[config.mk]
export PLATFORM = sky130hd
export DESIGN_NAME = osc_sweep_driver
export DESIGN_NICKNAME = d
export VERILOG_FILES = /design/src/rtl/osc_sweep_driver.sv
export SDC_FILE = /design/constraint.sdc
export NUM_CORES = 1
export LEC_CHECK = 0
export CAP_MARGIN = 20
export CORE_ASPECT_RATIO = 2
export CORE_MARGIN = 2
export CORE_UTILIZATION = 47
export DETAILED_ROUTE_END_ITERATION = 6
export GPL_TIMING_DRIVEN = 0
export PLACE_DENSITY_LB_ADDON = 0.2
export SYNTH_ARGS = -nofsm -noshare
export SYNTH_HDL_FRONTEND = slang
export SYNTH_SLANG_ARGS = --single-unit
[constraint.sdc]
create_clock -name clk -period 2.1 [get_ports clk]
set_input_delay 0.315 -clock clk [delete_from_list [all_inputs] [get_ports clk]]
set_output_delay 0.315 -clock clk [all_outputs]
set_load 0.005 [all_outputs]
[src/rtl/osc_sweep_driver.sv]
// osc_sweep_driver
//   Sweeps every VEC_W-bit stimulus vector into a feedback-loop block under
//   test, holds each one for SETTLE_CYC cycles, then counts toggles on the
//   observed net over WATCH_CYC cycles. Vectors whose toggle count reaches
//   OSC_THRESH are reported one at a time over a valid/ready handshake.
//
// Ports
//   clk        in   rising-edge clock
//   rst_n      in   asynchronous active-low reset
//   start      in   one-cycle pulse, starts a sweep when idle
//   abort      in   synchronous abort of a running sweep
//   vec_out    out  stimulus vector driven into the block under test
//   obs_in     in   observed net from the block under test (asynchronous)
//   busy       out  sweep in progress
//   done       out  one-cycle pulse on sweep completion (not on abort)
//   hit_valid  out  oscillating vector being reported
//   hit_vec    out  vector that oscillated, stable while hit_valid
//   hit_ready  in   consumer accepts the hit
//   osc_count  out  oscillating vectors found in the current/last sweep
module osc_sweep_driver #(
  parameter int unsigned VEC_W      = 8,
  parameter int unsigned SETTLE_CYC = 4,
  parameter int unsigned WATCH_CYC  = 16,
  parameter int unsigned OSC_THRESH = 2
) (
  input  logic             clk,
  input  logic             rst_n,
  input  logic             start,
  input  logic             abort,
  output logic [VEC_W-1:0] vec_out,
  input  logic             obs_in,
  output logic             busy,
  output logic             done,
  output logic             hit_valid,
  output logic [VEC_W-1:0] hit_vec,
  input  logic             hit_ready,
  output logic [VEC_W:0]   osc_count
);

  localparam int unsigned PH_MAX = (SETTLE_CYC > WATCH_CYC) ? SETTLE_CYC : WATCH_CYC;
  localparam int unsigned CNT_W  = $clog2(PH_MAX + 1);
  localparam int unsigned TOG_W  = $clog2(WATCH_CYC + 1);

  typedef enum logic [2:0] {
    S_IDLE,
    S_SETTLE,
    S_WATCH,
    S_REPORT,
    S_DONE
  } state_t;

  state_t state, state_nxt;

  logic [CNT_W-1:0] ph_cnt;
  logic [TOG_W-1:0] tog_cnt;
  logic             obs_meta, obs_s, obs_q;
  logic             toggle;
  logic [31:0]      tog_sum;
  logic             settle_end, watch_end, is_hit, last_vec;

  // Two-flop synchronizer to obs_s, plus one delay flop for edge detection.
  always_ff @(posedge clk or negedge rst_n) begin
    if (!rst_n) begin
      obs_meta <= 1'b0;
      obs_s    <= 1'b0;
      obs_q    <= 1'b0;
    end else begin
      obs_meta <= obs_in;
      obs_s    <= obs_meta;
      obs_q    <= obs_s;
    end
  end

  always_comb begin
    toggle     = obs_s ^ obs_q;
    // Include the toggle seen in the final watch cycle in the decision.
    tog_sum    = 32'(tog_cnt) + 32'(toggle);
    settle_end = (32'(ph_cnt) == SETTLE_CYC - 1);
    watch_end  = (32'(ph_cnt) == WATCH_CYC - 1);
    is_hit     = (tog_sum >= OSC_THRESH);
    last_vec   = (vec_out == '1);
  end

  // State register
  always_ff @(posedge clk or negedge rst_n) begin
    if (!rst_n) state <= S_IDLE;
    else        state <= state_nxt;
  end

  // Next-state logic
  always_comb begin
    state_nxt = state;
    case (state)
      S_IDLE:   if (start) state_nxt = S_SETTLE;
      S_SETTLE: begin
        if (abort)           state_nxt = S_IDLE;
        else if (settle_end) state_nxt = S_WATCH;
      end
      S_WATCH: begin
        if (abort)          state_nxt = S_IDLE;
        else if (watch_end) begin
          if (is_hit)        state_nxt = S_REPORT;
          else if (last_vec) state_nxt = S_DONE;
          else               state_nxt = S_SETTLE;
        end
      end
      S_REPORT: begin
        if (abort)          state_nxt = S_IDLE;
        else if (hit_ready) state_nxt = last_vec ? S_DONE : S_SETTLE;
      end
      S_DONE:   state_nxt = S_IDLE;
      default:  state_nxt = S_IDLE;
    endcase
  end

  // Outputs decoded from state
  always_comb begin
    busy      = (state == S_SETTLE) || (state == S_WATCH) || (state == S_REPORT);
    done      = (state == S_DONE);
    hit_valid = (state == S_REPORT);
  end

  // Datapath: phase/toggle counters, stimulus vector, hit capture, tally
  always_ff @(posedge clk or negedge rst_n) begin
    if (!rst_n) begin
      ph_cnt    <= '0;
      tog_cnt   <= '0;
      vec_out   <= '0;
      hit_vec   <= '0;
      osc_count <= '0;
    end else begin
      if ((state == S_SETTLE || state == S_WATCH) && state_nxt == state)
        ph_cnt <= ph_cnt + 1'b1;
      else
        ph_cnt <= '0;

      if (state == S_WATCH) begin
        if (toggle && 32'(tog_cnt) < WATCH_CYC)
          tog_cnt <= tog_cnt + 1'b1;
      end else begin
        tog_cnt <= '0;
      end

      if (state == S_IDLE && start) begin
        vec_out   <= '0;
        osc_count <= '0;
      end else begin
        // Advance only when leaving WATCH/REPORT toward the next vector.
        if ((state == S_WATCH || state == S_REPORT) && state_nxt == S_SETTLE)
          vec_out <= vec_out + 1'b1;
        if (state == S_WATCH && state_nxt == S_REPORT) begin
          hit_vec   <= vec_out;
          osc_count <= osc_count + 1'b1;
        end
      end
    end
  end

endmodule

==> impl_metrics.py <==
metrics = {
    "status": {
        "status": "finished with violations",
        "violations": "negative setup slack",
    },
    "timing": {
        "fin_crit_ns": 2.27,
        "slew_headroom": 0.373,
        "rsz0062_at_grt": "yes",
        "clock-skew-final_ns": 0.0105,
        "worstMarginPinSlew_ns": 0.938,
        "post-route-period-util": 1.08,
        "max_freq_mhz": 440,
        "maxSlewViolCount": 0,
        "tns_ns": -1.57,
        "report.final.setup_viol": 21,
        "hold_viol": 0,
        "final.setup.worst_slack_ns": -0.173,
    },
    "finish": {
        "mostFrequentLayoutCells": "dfrtp_1 (40), clkdlybuf4s50_1 (32), nand2_1 (29), nor2_1 (16), nand3_1 (12)",
        "stdcell_count": 307,
        "layout.nets": 267,
        "layout_commonest_cell": "dfrtp_1",
        "area_growth_pct": 38.5,
        "num-fill-cells": 317,
        "num_antenna_cells": 0,
        "drive_above_1_share": 0.204,
    },
    "global_routing": {
        "grt_pass1_wl_mm": 7.64,
        "antenna_found_initial": 0,
        "track_usage": 0.208,
        "grt_overflow": 0,
        "grt_pass1_vias": 1683,
        "grt_max_degree": 30,
    },
    "worst_setup_path": {
        "cp_slowest_stage_delay_ns": 0.49,
        "r2r-start": "obs_q",
        "crit_required_ns": 2.33,
        "cp_slowest_cell": "or4_1",
        "crit_chain": "xor2_2 -> ha_2 -> and3b_1 -> o21a_1 -> a21oi_4 -> nand3_2 -> or4_1 -> a21oi_1",
        "crit_fanout": 4,
        "startpoint_type": "flop",
        "crit_arrival_ns": 2.50,
        "startpoint": "obs_q",
        "critPathBufInv": 0,
        "critical_path.top_delay_family": "simple AND/OR/NAND/NOR gates",
        "critPathCaptureType": "flop",
        "crit_type": "reg -> reg",
    },
    "clock_tree": {
        "root_buffer": "clkbuf_8",
        "cts_sinks": 41,
        "cts_buffers": 5,
        "tritoncts": "done",
        "clk_latency_ns": 0.30,
        "clk_pin_slew_worst_paths_ns": 0.09,
        "clk_path_buf_depth": 2,
        "htreeDepth": 2,
    },
    "placement": {
        "pre_cts_ws_ns": -0.450,
        "dp_cells": 289,
        "gp_congestion": 0.817,
        "dp_hpwl_mm": 3.16,
        "portBuffers": 33,
    },
    "drt": {
        "routed_wl_mm": 4.79,
        "drtIter0Drc": 19,
        "drtPass1Iterations": 4,
        "vias": 1712,
        "vias_per_cell": 5.58,
        "antenna_left": 0,
        "drc_errors": 0,
        "routedWlPerCell_um": 15.6,
    },
    "logic_synthesis": {
        "synth-async-reset-ratio": 1.00,
        "synth_seq_cells": 41,
        "postSynthAreaPerCell_um2": 9.92,
        "seq_area_frac_synth": 0.510,
        "synth-edff-count": 0,
        "synthFlopType": "dfrtp_1",
        "syn_inst": 203,
        "synthesis.nets": 216,
        "syn_area_um2": 2010,
        "yosysWarnings": 0,
        "ys_types": 44,
    },
    "worst_hold_path": {
        "holdCritStartpoint": "obs_meta",
        "hp-class": "reg -> reg",
    },
    "power": {
        "p_leak_uw": 0.00123,
        "ir_drop_v": 0.000554,
        "power.density_nw_per_um2": 569,
    },
    "floorplanning": {
        "core_um2": 4090,
        "io_pins": 34,
        "dieArea_um2": 4850,
        "die_height_um": 96.6,
        "rows": 33,
        "initial_core_util": 0.493,
        "die_w_um": 50.3,
    },
    "job": {
        "maxCapViolCount": 0,
    },
}
## path summary, 6_finish.rpt
kind	endpoint	slack, ns	depth (start not counted)
worst max-delay path	osc_count[8]	-0.17	8
worst min-delay path	obs_s	0.36	0
worst max register to register	osc_count[8]	-0.17	8
worst min register to register	obs_s	0.36	0
max in group asynchronous	osc_count[1]	1.19	3
min in group asynchronous	ph_cnt[2]	0.45	2
## report_power, final
part	internal (uW)	switching, uW
logic	42.5	60.9
registers	799	12.3
clock network	387	287
total	1230	360
## worst reg2reg max path, stage by stage, from the launching register on
cell and delay [ns]:
dfrtp_1 0.40, xor2_2 0.24, ha_2 0.20, and3b_1 0.18, o21a_1 0.21, a21oi_4 0.23
nand3_2 0.13, or4_1 0.49, a21oi_1 0.13
## Yosys cell counts (2+ instances only)
master	n	area [um2]
or3_1	4	25.0
buf_2	3	15.0
nor2_1	16	60.1
or4_1	5	37.5
inv_1	7	26.3
nand2_1	37	139
o211ai_1	3	22.5
and3b_1	2	17.5
o21ai_0	5	25.0
nand4_1	2	12.5
clkbuf_1	3	11.3
nor4b_1	2	17.5
and2_1	2	12.5
nor3_1	3	15.0
xnor2_1	2	17.5
a21oi_1	7	35.0
xor2_1	4	35.0
dfrtp_1	41	1030
nor2b_1	2	12.5
and3_1	3	18.8
ha_1	7	87.6
mux2i_1	4	40.0
o31ai_1	5	37.5
nand3_1	14	70.1
## routing by layer
layer,global-route usage,wire (um),up-vias
li1,-,-,813
met1,0.225,1900,842
met2,0.367,2580,42
met3,0.0385,159,15
met4,0.130,152,0
met5,0,0,-
## sequential cells by signal (all words and copies together) (netlist names)
register / count
osc_count: 9
hit_vec: 8
vec_out: 8
ph_cnt: 5
tog_cnt: 5
state: 3
obs_meta: 1
obs_q: 1
obs_s: 1
## logic make-up after synthesis
group                      Yosys count  share of synthesized area
AOI/OAI and AO/OA                   31                      0.109
xor gates and xnor gates             6                     0.0261
adders and majority gates            7                     0.0435
buffers and inverters               15                     0.0317
DFF                                 41                      0.510
muxes                                4                     0.0199
and+or+nand+nor                     99                      0.260
## what timing repair did
item | in CTS | in global routing
endpoints found under the hold margin | 12 | 0
endpoints found under the setup margin | 24 | 30
pin swaps | 12 | 12
gates cloned | 1 | 0
gates resized for setup | 20 | 18
setup buffers | 6 | 3
hold buffers | 1 | 0
## metrics by stage
| stage | utilization | cell area [um2] | hold slack, ns | total power (uW) |
|---|---|---|---|---|
| after floorplan | - | 2030 | 0.0194 | 870 |
| after global placement | 0.593 | 2420 | 0.336 | 919 |
| after detailed placement | 0.598 | 2440 | 0.231 | 925 |
| after CTS | 0.664 | 2720 | 0.359 | 1600 |
| after global routing | 0.682 | 2790 | 0.368 | 1650 |
| final | 0.682 | 2790 | 0.355 | 1590 |
## area by class of cell
| type | count | area (um2) | share of cell area |
|---|---|---|---|
| inverters | 8 | 30.0 | 0.0108 |
| plain buffers | 6 | 57.6 | 0.0206 |
| multi-input cells | 147 | 1030 | 0.368 |
| repair buffers | 45 | 462 | 0.166 |
| well taps | 52 | 65.1 | 0.0233 |
| flip-flops and latches | 41 | 1030 | 0.368 |
| clock buffers | 6 | 82.6 | 0.0296 |
| clock inverters | 2 | 37.5 | 0.0135 |
(Power assumes the default switching activity.)
